## config.mk

```make
export PLATFORM = sky130hd
export DESIGN_NAME = led_pwm_port
export DESIGN_NICKNAME = d
export VERILOG_FILES = /design/src/rtl/led_pwm_port.sv
export SDC_FILE = /design/constraint.sdc
export NUM_CORES = 1
export LEC_CHECK = 0
export CAP_MARGIN = 40
export CORE_ASPECT_RATIO = 0.75
export CORE_MARGIN = 10
export CORE_UTILIZATION = 48
export CTS_CLUSTER_DIAMETER = 50
export CTS_CLUSTER_SIZE = 10
export DETAILED_ROUTE_END_ITERATION = 12
export PLACE_DENSITY_LB_ADDON = 0.05
export SLEW_MARGIN = 20
export SYNTH_ARGS = -nofsm -noshare
export SYNTH_HDL_FRONTEND = slang
export SYNTH_SLANG_ARGS = --single-unit
```

## constraint.sdc

```tcl
create_clock -name clk_25mhz -period 8.4 [get_ports clk_25mhz]
set_input_delay 1.68 -clock clk_25mhz [delete_from_list [all_inputs] [get_ports clk_25mhz]]
set_output_delay 1.68 -clock clk_25mhz [all_outputs]
set_load 0.02 [all_outputs]
```

## src/rtl/led_pwm_port.sv

```systemverilog
// Bus-mapped 8-channel LED PWM: enable mask, shadowed per-LED duty, programmable prescaler.
// Every access completes with a one-cycle ready pulse the cycle after the strobe; no stalls.
module led_pwm_port #(
    parameter int DATA_WIDTH     = 32,
    parameter int PRESCALE_RESET = 97
) (
    input  logic                  clk_25mhz,
    input  logic                  reset_n,
    input  logic [3:0]            addr,
    input  logic [DATA_WIDTH-1:0] wdata,
    input  logic                  we,
    input  logic                  re,
    output logic [DATA_WIDTH-1:0] rdata,
    output logic                  ready,
    output logic [7:0]            led
);

    localparam logic [3:0] ADDR_EN    = 4'h0;
    localparam logic [3:0] ADDR_DUTY0 = 4'h1;
    localparam logic [3:0] ADDR_DUTY7 = 4'h8;
    localparam logic [3:0] ADDR_PRESC = 4'h9;

    // Reset asserts asynchronously but releases on a clock edge.
    logic [1:0] rst_sync_q, rst_sync_d;
    logic       rst_int_n;

    always_comb begin
        rst_sync_d = {rst_sync_q[0], 1'b1};
    end

    always_ff @(posedge clk_25mhz or negedge reset_n) begin
        if (!reset_n) begin
            rst_sync_q <= 2'b00;
        end else begin
            rst_sync_q <= rst_sync_d;
        end
    end

    assign rst_int_n = rst_sync_q[1];

    logic [7:0]            led_en_q, led_en_d;
    logic [7:0][7:0]       duty_sh_q, duty_sh_d;
    logic [7:0][7:0]       duty_act_q, duty_act_d;
    logic [15:0]           prescale_q, prescale_d;
    logic [15:0]           presc_cnt_q, presc_cnt_d;
    logic [7:0]            phase_q, phase_d;
    logic                  ready_q, ready_d;
    logic [DATA_WIDTH-1:0] rdata_q, rdata_d;
    logic [7:0]            led_q, led_d;

    logic                  is_duty;
    logic [2:0]            duty_idx;
    logic [DATA_WIDTH-1:0] rd_val;
    logic                  tick;
    logic                  frame_wrap;
    logic                  wdata_unused;

    assign is_duty      = (addr >= ADDR_DUTY0) && (addr <= ADDR_DUTY7);
    assign duty_idx     = 3'(addr - ADDR_DUTY0);
    assign wdata_unused = ^wdata[DATA_WIDTH-1:16];

    always_comb begin
        rd_val = '0;
        if (addr == ADDR_EN) begin
            rd_val[7:0] = led_en_q;
        end else if (is_duty) begin
            rd_val[7:0] = duty_sh_q[duty_idx];
        end else if (addr == ADDR_PRESC) begin
            rd_val[15:0] = prescale_q;
        end
    end

    // Register writes and bus response; a simultaneous we+re is treated as a write.
    always_comb begin
        led_en_d   = led_en_q;
        duty_sh_d  = duty_sh_q;
        prescale_d = prescale_q;
        if (we) begin
            if (addr == ADDR_EN) begin
                led_en_d = wdata[7:0];
            end else if (is_duty) begin
                duty_sh_d[duty_idx] = wdata[7:0];
            end else if (addr == ADDR_PRESC) begin
                prescale_d = wdata[15:0];
            end
        end
        ready_d = we | re;
        rdata_d = (re && !we) ? rd_val : '0;
    end

    // Counter compares for equality only, so a prescale written below the
    // running count lets it run through 0xFFFF and wrap before ticking.
    always_comb begin
        tick        = (presc_cnt_q == prescale_q);
        frame_wrap  = tick && (phase_q == 8'hFF);
        presc_cnt_d = tick ? 16'd0 : presc_cnt_q + 16'd1;
        phase_d     = tick ? phase_q + 8'd1 : phase_q;
        duty_act_d  = frame_wrap ? duty_sh_q : duty_act_q;
    end

    always_comb begin
        led_d = '0;
        for (int i = 0; i < 8; i++) begin
            led_d[i] = led_en_q[i] &
                       ((duty_act_q[i] == 8'hFF) | (phase_q < duty_act_q[i]));
        end
    end

    always_ff @(posedge clk_25mhz or negedge rst_int_n) begin
        if (!rst_int_n) begin
            led_en_q    <= '0;
            duty_sh_q   <= '0;
            duty_act_q  <= '0;
            prescale_q  <= 16'(PRESCALE_RESET);
            presc_cnt_q <= '0;
            phase_q     <= '0;
            ready_q     <= 1'b0;
            rdata_q     <= '0;
            led_q       <= '0;
        end else begin
            led_en_q    <= led_en_d;
            duty_sh_q   <= duty_sh_d;
            duty_act_q  <= duty_act_d;
            prescale_q  <= prescale_d;
            presc_cnt_q <= presc_cnt_d;
            phase_q     <= phase_d;
            ready_q     <= ready_d;
            rdata_q     <= rdata_d;
            led_q       <= led_d;
        end
    end

    assign rdata = rdata_q;
    assign ready = ready_q;
    assign led   = led_q;

endmodule
```

# Yosys cells after proc, flatten, opt, wreduce, memory -nomap -nowiden

Cells that the tools add are included.

Output and inout bits: 41
Bits of input ports: 40
Bits in registers: 203

Multiplexer cells: 12
Bitwise logic cells: 19
Reduce and logical (&&, ||, !) cells: 9
Magnitude comparators: 12
$add $sub $neg: 3
Equal/unequal tests: 11

Operator list:

| operator                                                                             | number |
|---|---|
| 8-bit == test (second input constant)                                                | 9 |
| 64-bit bitwise mux                                                                   | 1 |
| 8-bit less-than comparator                                                           | 8 |
| 16-bit two-way mux                                                                   | 3 |
| 8-bit two-way mux                                                                    | 6 |
| 8-bit binary-select mux with 3-bit select                                            | 1 |
| 8-bit demux with 3-bit select                                                        | 1 |
| 16-bit by 1-bit adder with 16-bit output (second input constant)                     | 1 |
| 16-bit == test                                                                       | 1 |
| 1-bit OR                                                                             | 9 |
| 8-bit by 1-bit adder with 8-bit output (second input constant)                       | 1 |
| 1-bit bitwise AND                                                                    | 8 |
| 4-bit == test (second input constant)                                                | 1 |
| 4-bit by 1-bit greater-or-equal comparator with 1-bit output (second input constant) | 1 |
| 4-bit <= comparator (second input constant)                                          | 1 |
| 1-bit logical AND                                                                    | 4 |
| 4-bit logical NOT                                                                    | 1 |
| 3-bit by 4-bit less-than comparator with 1-bit output (second input constant)        | 1 |
| 4-bit AND reduction                                                                  | 1 |
| 3-bit by 1-bit greater-or-equal comparator with 1-bit output (second input constant) | 1 |
| 3-bit AND reduction                                                                  | 1 |
| 3-bit by 1-bit subtractor with 3-bit output (second input constant)                  | 1 |
| 1-bit inverter                                                                       | 2 |
| 2-bit AND reduction                                                                  | 1 |
| 1-bit logical NOT                                                                    | 1 |

# Longest topological paths before layout

Depth after elaboration: 6
Gate-level depth with buffers: 9
Depth with buffers taken out: 7

# Least setup slack after synthesis

OpenSTA, ideal clock, no wires.

Path type: in2reg
Start: in addr[0]
End: reg rdata_q[4] (netlist: rdata[4])
Slack: 4.462 ns
Data required time: 8.314 ns
Arrival: 3.852 ns
Cell stages on the path: 8
Cell sequence: clkbuf_1 -> inv_1 -> ha_1 -> xor2_1 -> mux4_2 -> nor4_1 -> a211oi_1 -> nor3_1

Longest elaborated chain between the ends: 6
Elaborated cells between the ends (all ways): 12
Classes of those cells: 1 x add/sub; 2 x order compare; 1 x eq/ne; 6 x mux; 2 x reduce/logical

Ends and longest elaborated chain:

| item                                        | RTL line | RTL |
|---|---|---|
| start: declaration                          | 9        | `input logic [3:0] addr,` |
| 3-bit by 1-bit subtractor with 3-bit output | 59       | `assign duty_idx = 3'(addr - ADDR_DUTY0);` |
| 8-bit binary-select mux with 3-bit select   | 67       | `rd_val[7:0] = duty_sh_q[duty_idx];` |
| 8-bit two-way mux (not written as such)     | 67       |  |
| 8-bit two-way mux                           | 66       | `end else if (is_duty) begin` |
| 8-bit two-way mux *                         | 64       | `if (addr == ADDR_EN) begin` |
| 16-bit two-way mux *                        | 88       | `rdata_d = (re && !we) ? rd_val : '0;` |
| named net rdata_d[4]                        | 48       | `logic [DATA_WIDTH-1:0] rdata_q, rdata_d;` |
| end signal: assignment                      | 128      | `rdata_q <= rdata_d;` |
| end: declaration                            | 48       |  |

Mark *: on every way through the listed nets, which the timed path passes. The rest lies on a longest branch. The select of a mux whose other input is x is not followed.
A chain may end at the register's enable or synchronous reset.

# Final worst setup path

Same ends and word-level chain as after synthesis.

==> flow_summary.ini <==
[status]
status = finished, final reports clean

[clock_network]
clock_path_buffers = 3
insertion_delay_ns = 0.50
cts_buffers = 24
cts_max_level = 1
clock-root-buffer = clkbuf_16
cts_hold_buf = 0
clkTransAtPathRegs_ns = 0.05
postCtsSetupBuffers = 0
postCtsResizedCells = 0
clock-sinks = 203
cts_tree = yes

[global_route]
grt_max_degree = 65
grtUsageTotal = 0.1913
grt_overflow = 0
first_global_vias = 7164
grt_antenna_before_repair = 0
grt_pass1_wl_um = 42010

[synthesis]
yosysMostFrequentCell = dfrtp_1
syn_area_um2 = 10200
synth_edf_count = 0
synth_seq_cells = 203
synth.distinct_cells = 42
synthTopCellsByCount = 200 x dfrtp_1, 150 x mux2_2, 61 x inv_1
ys_top_cells_by_area = dfrtp_1 49%, mux2_2 17%, ha_1 7.4%
netlist.top_cell.by_area = dfrtp_1
synth_seq_area_share = 0.4985
ys_warn_count = 0
syn_inst = 844
dominantRegCellSynth = dfrtp_1
synth.top_cell.area_share = 0.4907
async_flop_share = 1.000
syn_area_per_cell_um2 = 12.08

[die]
die_w_um = 188.3
die_h_um = 146.2
start_util = 0.4855
design.die.area_um2 = 27540
io_pins = 81
rows = 46
fp.coreArea_um2 = 21010

[setup_path]
cp-end-kind = flip-flop
path_class = in -> reg
cp-start-kind = input port
cp_max_fo = 25
required_ns = 8.81
critPathArrivalTime_ns = 5.08

[cells_and_area]
regArea_um2 = 5087
fin_nets = 998
antennaDiodeCount = 0
drive_gt1_frac = 0.2262
fillCellCount = 1791
multi_input_area_um2 = 4703
syn2layout_area_growth_pct = 14.99

[routing]
via_count = 6721
remaining_drc_errors = 0
routed_wl_um = 26200
drt-initial-drc-count = 424
viasPerCell = 5.587
firstDrtPassIters = 5
route.antenna.remaining_nets = 0
wl_per_cell_um = 21.77

[pwr]
p_total_mw = 2.822
swShare = 0.2918
p_comb_frac = 0.180
p_leak_nw = 5.284
power.share.clock = 0.332
p_sw_mw = 0.8234
p_per_area_nw_per_um2 = 240.6
p_seq_frac = 0.488
peakVddDrop_uv = 169.5
internal-power_mw = 1.998

[timing]
finalCritPeriodShare = 0.5559
fmaxAchievable_mhz = 214.2
clock_skew_ns = 0.007245
min_period_ns = 4.669
slew_violations = 0
setup_tns_ns = 0
tightest_slew_ns = 0.8242
rsz0062_at_grt = false
slew_headroom = 0.4505
finalHoldViolations = 0
setup_viol = 0

[flow_run]
maxCapViolCount = 0

[placed_design]
place_hpwl_um = 18960
globalplace.congestion = 0.9117
port_buffers = 48

[hold_path]
hold_path_class = reg -> async
worst max-delay path, stage by stage:
cell and delay, ns:
clkdlybuf4s50_1 0.46, buf_4 0.35, inv_1 0.15, ha_1 0.30, xor2_1 0.63, buf_4 0.30, mux4_2 0.50, nor4_1 0.41
a211oi_1 0.10, nor3_1 0.18
final timing paths:
check	from	to	slack [ns]	cells past startpoint
hold / removal	rst_sync_q[1]$_DFF_PN0_	phase_q[7]$_DFFE_PN0N_	0.11	0
max in group asynchronous	reset_n	rst_sync_q[1]$_DFF_PN0_	6.93	1
setup / recovery	addr[0]	rdata[4]$_DFF_PN0_	3.73	10
setup reg to reg	presc_cnt_q[7]$_DFF_PN0_	duty_act_q[28]$_DFFE_PN0P_	5.84	8
hold reg to reg	rst_sync_q[1]$_DFF_PN0_	phase_q[7]$_DFFE_PN0N_	0.11	0
min in group clk_25mhz	rst_sync_q[0]$_DFF_PN0_	rst_sync_q[1]$_DFF_PN0_	0.35	0
cells in the final DEF (no fill, tap or decap), types with 3 or more instances in the layout:
cell             instances
nand2_1                 31
nand3_1                 20
mux4_2                  10
a211oi_1                18
buf_4                    7
clkdlybuf4s50_1         48
nor2_1                  40
clkbuf_16               25
a21oi_1                  7
nor2b_1                  7
and2_1                   9
mux2_1                   6
dfrtp_1                199
a21o_1                  16
nand2b_1                10
xnor2_1                 31
xor2_1                   7
inv_1                   61
a2111oi_0                5
dfstp_2                  3
buf_16                   3
mux2i_1                  4
or4_1                    8
conb_1                  17
ha_1                    60
nand4_1                 33
nor3_1                  18
nand4b_1                 8
clkbuf_1                16
and3_1                   5
o21ai_0                 12
mux2_2                 150
routing by layer:
| layer | share of wire | GRT usage |
|---|---|---|
| met1 | 0.48 | 0.2761 |
| met2 | 0.45 | 0.2949 |
| met3 | 0.046 | 0.03165 |
| met4 | 0.020 | 0.04315 |
| met5 | 0 | 0 |
through the flow:
stage                     hold slack, ns  cells  setup WS (ns)  cell area [um^2]    util
after global routing              0.1196   1203          3.476             11730  0.5582
after floorplan                   0.3312    859          2.330             10250       -
after detailed placement          0.3365   1157          3.198             10960  0.5217
final                             0.1119   1203          3.731             11730  0.5582
after CTS                         0.3599   1200          3.714             11660  0.5553
after global placement            0.3432   1155          3.236             10910  0.5195
registers in the layout (all words and copies together), names as in the netlist:
| name | flops |
|---|---|
| duty_act_q | 64 |
| duty_sh_q | 64 |
| presc_cnt_q | 16 |
| prescale_q | 16 |
| rdata | 16 |
| led | 8 |
| led_en_q | 8 |
| phase_q | 8 |
| rst_sync_q | 2 |
| ready | 1 |
power by group through the flow:
stage / combinational, mW / sequential (mW) / clock (mW)
after global placement: 0.480 / 1.39 / 0
after floorplan: 0.373 / 1.30 / 0
final: 0.508 / 1.38 / 0.937
after CTS: 0.505 / 1.38 / 0.958
after detailed placement: 0.500 / 1.39 / 0
after global routing: 0.560 / 1.40 / 1.01
cell families after synthesis:
| group | synth area share |
|---|---|
| xor gates and xnor gates | 0.03263 |
| adders and majority gates | 0.07361 |
| DFF | 0.4985 |
| AOI/OAI and AO/OA | 0.04135 |
| muxes | 0.1983 |
| other | 0.0007364 |
| and+or+nand+nor | 0.1082 |
| buffers and inverters | 0.04674 |
area by class of cell:
cell class | instances | share of cell area
multi-input cells | 548 | 0.4010
well taps | 288 | 0.03073
flip-flops and latches | 203 | 0.4338
clock buffers | 42 | 0.05964
repair buffers | 60 | 0.05484
clock inverters | 1 | 0.0004268
inverters | 61 | 0.01952
No activity file was read; power rests on OpenSTA's default activity.
